**config.mk**
```make
export PLATFORM = sky130hd
export DESIGN_NAME = bus_ic_flat
export DESIGN_NICKNAME = d
export VERILOG_FILES = /design/src/rtl/bus_ic_if.sv /design/src/rtl/bus_ic.sv /design/src/flat_wrapper.sv
export SDC_FILE = /design/constraint.sdc
export NUM_CORES = 1
export LEC_CHECK = 0
export ABC_AREA = 1
export CELL_PAD_IN_SITES_DETAIL_PLACEMENT = 0
export CELL_PAD_IN_SITES_GLOBAL_PLACEMENT = 2
export CORE_MARGIN = 2
export CORE_UTILIZATION = 23
export CTS_BUF_LIST = sky130_fd_sc_hd__clkbuf_4 sky130_fd_sc_hd__clkbuf_8 sky130_fd_sc_hd__clkbuf_16
export DETAILED_ROUTE_END_ITERATION = 10
export GPL_ROUTABILITY_DRIVEN = 0
export PLACE_DENSITY_LB_ADDON = 0.05
export REMOVE_ABC_BUFFERS = 1
export SYNTH_ARGS = -nofsm -noshare
export SYNTH_HDL_FRONTEND = slang
export SYNTH_SLANG_ARGS = --single-unit
export TNS_END_PERCENT = 5
```
**constraint.sdc**
```tcl
create_clock -name sys_clk -period 2.6 [get_ports sys_clk]
set_input_delay 0.26 -clock sys_clk [delete_from_list [all_inputs] [get_ports sys_clk]]
set_output_delay 0.26 -clock sys_clk [all_outputs]
set_load 0.005 [all_outputs]
```
**src/rtl/bus_ic_if.sv**
```systemverilog
// bus_ic_if: master-side and slave-side signal bundle of bus_ic.
// Modports: ic (interconnect), master (CPU LSU), slave (peripherals).
interface bus_ic_if #(
  parameter int NUM_SLAVES = 4
);
  logic                      m_req_i;
  logic                      m_we_i;
  logic [31:0]               m_addr_i;
  logic [31:0]               m_wdata_i;
  logic                      m_ready_o;
  logic                      m_resp_o;
  logic [31:0]               m_rdata_o;
  logic                      m_err_o;
  logic [NUM_SLAVES-1:0]     s_req_o;
  logic [NUM_SLAVES-1:0]     s_we_o;
  logic [NUM_SLAVES*32-1:0]  s_addr_o;
  logic [NUM_SLAVES*32-1:0]  s_wdata_o;
  logic [NUM_SLAVES-1:0]     s_ack_i;
  logic [NUM_SLAVES*32-1:0]  s_rdata_i;

  modport ic (
    input  m_req_i, m_we_i, m_addr_i, m_wdata_i,
    input  s_ack_i, s_rdata_i,
    output m_ready_o, m_resp_o, m_rdata_o, m_err_o,
    output s_req_o, s_we_o, s_addr_o, s_wdata_o
  );

  modport master (
    output m_req_i, m_we_i, m_addr_i, m_wdata_i,
    input  m_ready_o, m_resp_o, m_rdata_o, m_err_o
  );

  modport slave (
    input  s_req_o, s_we_o, s_addr_o, s_wdata_o,
    output s_ack_i, s_rdata_i
  );
endinterface

```
**src/rtl/bus_ic.sv**
```systemverilog
// bus_ic: single-master N-slave req/ack interconnect, registered response.
// Optional BUS_TIMEOUT_EN: error response after TIMEOUT unacked BUSY cycles.
module bus_ic #(
  parameter int                          NUM_SLAVES = 4,
  parameter int                          SEL_W      = 4,
  parameter logic [NUM_SLAVES*SEL_W-1:0] SLAVE_IDS  = 16'h4312,
  parameter bit                          STRIP_SEL  = 1'b1,
  parameter int                          TIMEOUT    = 16
) (
  input  logic     sys_clk,
  input  logic     sys_reset,
  bus_ic_if.ic     bus
);
  localparam int KW = (NUM_SLAVES > 1) ? $clog2(NUM_SLAVES) : 1;
  localparam logic [31:0] W_MASK =
    ~(32'({SEL_W{1'b1}}) << (32 - SEL_W));

  typedef enum logic [1:0] {
    ST_IDLE,
    ST_BUSY,
    ST_RESP
  } state_t;

  state_t                   r_state;
  logic [KW-1:0]            r_k;
  logic                     r_ready;
  logic                     r_resp;
  logic [31:0]              r_rdata;
  logic                     r_err;
  logic [NUM_SLAVES-1:0]    r_sreq;
  logic [NUM_SLAVES-1:0]    r_swe;
  logic [NUM_SLAVES*32-1:0] r_saddr;
  logic [NUM_SLAVES*32-1:0] r_swdata;
`ifdef BUS_TIMEOUT_EN
  logic [15:0]              r_cnt;
`endif

  logic          w_hit;
  logic [KW-1:0] w_idx;
  logic [31:0]   w_addr;

  // Scan downward so the lowest matching index is the last one written.
  always_comb begin
    w_hit = 1'b0;
    w_idx = '0;
    for (int i = NUM_SLAVES - 1; i >= 0; i--) begin
      if (bus.m_addr_i[31 -: SEL_W] == SLAVE_IDS[i*SEL_W +: SEL_W]) begin
        w_hit = 1'b1;
        w_idx = KW'(i);
      end
    end
    w_addr = STRIP_SEL ? (bus.m_addr_i & W_MASK) : bus.m_addr_i;
  end

  always_ff @(posedge sys_clk) begin
    if (sys_reset) begin
      r_state  <= ST_IDLE;
      r_k      <= '0;
      r_ready  <= 1'b1;
      r_resp   <= 1'b0;
      r_rdata  <= '0;
      r_err    <= 1'b0;
      r_sreq   <= '0;
      r_swe    <= '0;
      r_saddr  <= '0;
      r_swdata <= '0;
`ifdef BUS_TIMEOUT_EN
      r_cnt    <= '0;
`endif
    end else begin
      unique case (r_state)
        ST_IDLE: begin
          if (bus.m_req_i && r_ready) begin
            r_ready <= 1'b0;
            if (w_hit) begin
              r_state                 <= ST_BUSY;
              r_k                     <= w_idx;
              r_sreq                  <= '0;
              r_sreq[w_idx]           <= 1'b1;
              r_swe                   <= '0;
              r_swe[w_idx]            <= bus.m_we_i;
              r_saddr                 <= '0;
              r_saddr[w_idx*32 +: 32] <= w_addr;
              r_swdata                <= '0;
              r_swdata[w_idx*32 +: 32] <= bus.m_wdata_i;
`ifdef BUS_TIMEOUT_EN
              r_cnt                   <= '0;
`endif
            end else begin
              r_state <= ST_RESP;
              r_resp  <= 1'b1;
              r_err   <= 1'b1;
              r_rdata <= '0;
            end
          end
        end
        ST_BUSY: begin
          if (bus.s_ack_i[r_k]) begin
            r_state  <= ST_RESP;
            r_resp   <= 1'b1;
            r_err    <= 1'b0;
            r_rdata  <= r_swe[r_k] ? 32'h0 : bus.s_rdata_i[r_k*32 +: 32];
            r_sreq   <= '0;
            r_swe    <= '0;
            r_saddr  <= '0;
            r_swdata <= '0;
          end
`ifdef BUS_TIMEOUT_EN
          else if (r_cnt == 16'(TIMEOUT - 1)) begin
            r_state  <= ST_RESP;
            r_resp   <= 1'b1;
            r_err    <= 1'b1;
            r_rdata  <= 32'hDEAD_BEEF;
            r_sreq   <= '0;
            r_swe    <= '0;
            r_saddr  <= '0;
            r_swdata <= '0;
          end else begin
            r_cnt <= r_cnt + 16'd1;
          end
`endif
        end
        ST_RESP: begin
          r_state <= ST_IDLE;
          r_resp  <= 1'b0;
          r_ready <= 1'b1;
        end
        default: r_state <= ST_IDLE;
      endcase
    end
  end

  assign bus.m_ready_o = r_ready;
  assign bus.m_resp_o  = r_resp;
  assign bus.m_rdata_o = r_rdata;
  assign bus.m_err_o   = r_err;
  assign bus.s_req_o   = r_sreq;
  assign bus.s_we_o    = r_swe;
  assign bus.s_addr_o  = r_saddr;
  assign bus.s_wdata_o = r_swdata;
endmodule

```
**src/flat_wrapper.sv**
```systemverilog
// flat-port wrapper written by rule: the top's interface ports become plain ports
module bus_ic_flat 
#(
  parameter int                          NUM_SLAVES = 4,
  parameter int                          SEL_W      = 4,
  parameter logic [NUM_SLAVES*SEL_W-1:0] SLAVE_IDS  = 16'h4312,
  parameter bit                          STRIP_SEL  = 1'b1,
  parameter int                          TIMEOUT    = 16
)
  (sys_clk, sys_reset, bus_m_req_i, bus_m_we_i, bus_m_addr_i, bus_m_wdata_i, bus_s_ack_i, bus_s_rdata_i, bus_m_ready_o, bus_m_resp_o, bus_m_rdata_o, bus_m_err_o, bus_s_req_o, bus_s_we_o, bus_s_addr_o, bus_s_wdata_o);
  bus_ic_if #(.NUM_SLAVES(NUM_SLAVES)) bus_i ();
  input  logic sys_clk;
  input  logic sys_reset;
  input wire logic [$bits(bus_i.m_req_i)-1:0] bus_m_req_i;
  input wire logic [$bits(bus_i.m_we_i)-1:0] bus_m_we_i;
  input wire logic [$bits(bus_i.m_addr_i)-1:0] bus_m_addr_i;
  input wire logic [$bits(bus_i.m_wdata_i)-1:0] bus_m_wdata_i;
  input wire logic [$bits(bus_i.s_ack_i)-1:0] bus_s_ack_i;
  input wire logic [$bits(bus_i.s_rdata_i)-1:0] bus_s_rdata_i;
  output wire logic [$bits(bus_i.m_ready_o)-1:0] bus_m_ready_o;
  output wire logic [$bits(bus_i.m_resp_o)-1:0] bus_m_resp_o;
  output wire logic [$bits(bus_i.m_rdata_o)-1:0] bus_m_rdata_o;
  output wire logic [$bits(bus_i.m_err_o)-1:0] bus_m_err_o;
  output wire logic [$bits(bus_i.s_req_o)-1:0] bus_s_req_o;
  output wire logic [$bits(bus_i.s_we_o)-1:0] bus_s_we_o;
  output wire logic [$bits(bus_i.s_addr_o)-1:0] bus_s_addr_o;
  output wire logic [$bits(bus_i.s_wdata_o)-1:0] bus_s_wdata_o;
  assign bus_i.m_req_i = bus_m_req_i;
  assign bus_i.m_we_i = bus_m_we_i;
  assign bus_i.m_addr_i = bus_m_addr_i;
  assign bus_i.m_wdata_i = bus_m_wdata_i;
  assign bus_i.s_ack_i = bus_s_ack_i;
  assign bus_i.s_rdata_i = bus_s_rdata_i;
  assign bus_m_ready_o = bus_i.m_ready_o;
  assign bus_m_resp_o = bus_i.m_resp_o;
  assign bus_m_rdata_o = bus_i.m_rdata_o;
  assign bus_m_err_o = bus_i.m_err_o;
  assign bus_s_req_o = bus_i.s_req_o;
  assign bus_s_we_o = bus_i.s_we_o;
  assign bus_s_addr_o = bus_i.s_addr_o;
  assign bus_s_wdata_o = bus_i.s_wdata_o;
  bus_ic #(.NUM_SLAVES(NUM_SLAVES), .SEL_W(SEL_W), .SLAVE_IDS(SLAVE_IDS), .STRIP_SEL(STRIP_SEL), .TIMEOUT(TIMEOUT)) u_core (.sys_clk(sys_clk), .sys_reset(sys_reset), .bus(bus_i));
endmodule
```
==> metrics <==
vias in the first global route=around 15000; leakage power total=approximately 8.4 nW; DRC Markers=0; final hold vios=0; worst hold path depth=2; placed cell area=between 0.02 and 0.025 sq mm; synthesized area per cell=approximately 6 sq um; Die Ht=about 250 um; R2R depth=9; Util after Layout=34.79%; Post-layout nets=2978; total wire length=about 66000 um; Reg2Reg Setup Slack=0.61 ns; critical-path cell list=clkdlybuf4s50_1 > inv_1 > nor2_1 > nand2_1 > nand2_1 > inv_1 > ha_1 > inv_1 > nor2_4 > buf_12 > nand3_1 > nor2_1 > nand2_1 > a21oi_1; CTS Hold Bufs=0; Wirelength per Cell=between 15 and 20 um; CTS root buf=clkbuf_16; routed vias=roughly 16000; HP Start=sys_reset; CTS tree=built; RSZ-0062 raised after global routing=no; Post-CTS Setup Bufs=0; FF/Latch Area=between 0.005 and 0.006 sq mm; port bufs=just under 500; Filler cells=~6700; Worst Hold Class=in -> reg; CTS sink count=287; starting density of the core=23.10%; worst-path maximum fanout=21; Post-Synthesis Cells=2354; Via density=4.351; Worst EP arrival=about 2.7 ns; core box area=around 0.061 sq mm; critical path's slowest cell=clkdlybuf4s50_1; Max-Cap Viols=0; maximum clock insertion buffer count=3; WS Path Type=in -> reg; Metal-1 WL=about 29000 um; Clk Latency, worst-skew pair=0.57 ns; relative slew slack=~52%; fin crit share=between 80% and 90%; # rows=between 90 and 100; reg-to-reg critical path startpoint=u_core.r_k[1]; Ys Warns=0; global-route wire length before repair=97770 um; total global routing overflow=0; Synth Cell Area=about 0.014 sq mm; Worst EP required=roughly 3.1 ns; critical path capture point type=register; worst path bufs/invs=5; dpl hpwl=between 40000 and 50000 um; Global Route Usage Sum=approximately a fifth; commonest non-fill, non-tap cell in the layout=nand2_1; Post-Place Setup Slack=-0.1670 ns; Max Freq=456.5 MHz; post-synth cell types=22; Final setup violation count=0; ant diodes=0; Final Max Slew Viols=0; IO Pins=499; Final min period=approximately 2.2 ns; Hold Crit Endpoint=u_core.bus.s_wdata_o[65]; Die X=~250 um; peak supply drop=roughly 440 uV; most frequent cells in the layout=nand2_1 (942), clkdlybuf4s50_1 (481), nor2_1 (429); slew at the pin closest to its max-slew limit=0.7189 ns; register area share after synthesis=40.53%; CTS H-tree lvls=2; highest metal used=met5; Worst path max stage delay=about 0.48 ns; antenna violations before repair=2; footprint of the multi-input gates=a little over 0.007 sq mm; area grow syn2layout=50.60%; Met3 Wirelength=approximately 4700 um; Worst Slack Setup Final=0.4095 ns; post_cts resized=0; fin cells=3588; total CTS buffers=39; design area=about 0.021 sq mm; power per standard cell area=between 500 and 600 mW/mm^2; RR Endpoint=u_core.bus.m_rdata_o[13]; die area=between 0.06 and 0.07 sq mm; CTS clock-pin slew for the worst setup and hold paths=~0.06 ns; status=finished clean; DRT Pass-1 Iters=5; placed insts=between 3000 and 4000; crit start category=primary input; met2 WL post-DR=31200 um; hold_ws=roughly 0.06 ns; final clock skew=approximately 0.031 ns; layout cells sized above 1=5.432%; pin count of the biggest net entering global routing=between 100 and 150; DR iter-0 viols=around 820; CP delay by family, top=simple AND/OR/NAND/NOR gates; register bit total from synthesis=287; Routed Antenna Nets=0
cells by family after synthesis:
logic type	Yosys count	share of synthesized area [%]
simple gates	1531	42.12
compound gates	196	6.919
fa+ha+maj	5	0.4413
flops	287	40.53
other cells	1	0.02645
buf+inv	334	9.964
metal layers:
metal / up-vias / GRT usage (%)
met5: - / 0
met4: 4 / 4.649
met3: 72 / 6.056
met2: 376 / 33.99
met1: 7187 / 25.11
li1: 7974 / -
synthesized netlist by cell type, drive strengths merged:
cell type | instances | share of area, %
ha | 5 | 0.44
nand3 | 141 | 5.0
clkinv | 1 | 0.026
buf | 107 | 4.0
conb | 1 | 0.026
inv | 153 | 4.1
nor3 | 1 | 0.035
o21ai | 3 | 0.11
nand2 | 947 | 25
nor2 | 439 | 12
dfxtp | 287 | 41
a21oi | 193 | 6.8
clkbuf | 73 | 1.9
nand4 | 3 | 0.13
worst register-to-register path: stages (launching register included):
cell and delay (ns):
dfxtp_1 0.43, inv_2 0.10, buf_4 0.40, nand3_1 0.14, nand2_1 0.09, buf_4 0.36, nand3_1 0.17, nand3_1 0.10
nand2_1 0.05, nor2_1 0.10
power breakdown:
| part | internal (mW) | switching, mW | total (mW) |
|---|---|---|---|
| Clock | 3.09 | 2.14 | 5.24 |
| Combinational | 1.11 | 1.42 | 2.53 |
| Sequential | 4.59 | 0.110 | 4.70 |
flip-flops by register name (all words and copies together), names as in the netlist:
name	flops
u_core.bus.m_resp_o	1
u_core.bus.s_wdata_o	128
u_core.bus.m_err_o	1
u_core.bus.m_rdata_o	32
u_core.bus.s_addr_o	112
u_core.bus.m_ready_o	1
u_core.bus.s_req_o	4
u_core.r_state	2
u_core.bus.s_we_o	4
u_core.r_k	2
worst max path at each step:
stage	from	to	slack (ns)	depth (start not counted)
final	bus_m_addr_i[30]	u_core.bus.s_wdata_o[64]	0.41	14
after global routing	bus_m_addr_i[30]	u_core.bus.s_wdata_o[47]	0.22	14
after CTS	bus_m_addr_i[30]	u_core.bus.s_wdata_o[64]	0.44	14
after detailed placement	bus_m_addr_i[30]	u_core.bus.s_wdata_o[64]	-0.17	14
after global placement	bus_m_addr_i[30]	u_core.bus.s_wdata_o[67]	-0.15	14
after floorplan	bus_m_addr_i[30]	u_core.bus.s_wdata_o[64]	-3.43	11
through the flow:
| step | total power, mW | TNS (ns) |
|---|---|---|
| floorplan | 5.842 | -817.27 |
| global placement | 7.371 | -10.39 |
| detailed placement | 7.373 | -15.13 |
| CTS | 12.74 | 0 |
| global route | 13.11 | 0 |
| finish | 12.46 | 0 |
area by class of cell:
type | instances | area share (%)
repair buffers | 543 | 26.56
multi-input cells | 1748 | 33.42
flip-flops and latches | 287 | 26.91
inverters | 154 | 2.742
clock inverters | 9 | 0.2989
clock buffers | 57 | 5.432
well taps | 790 | 4.629
Note: power is estimated with default switching activity, not from simulation.
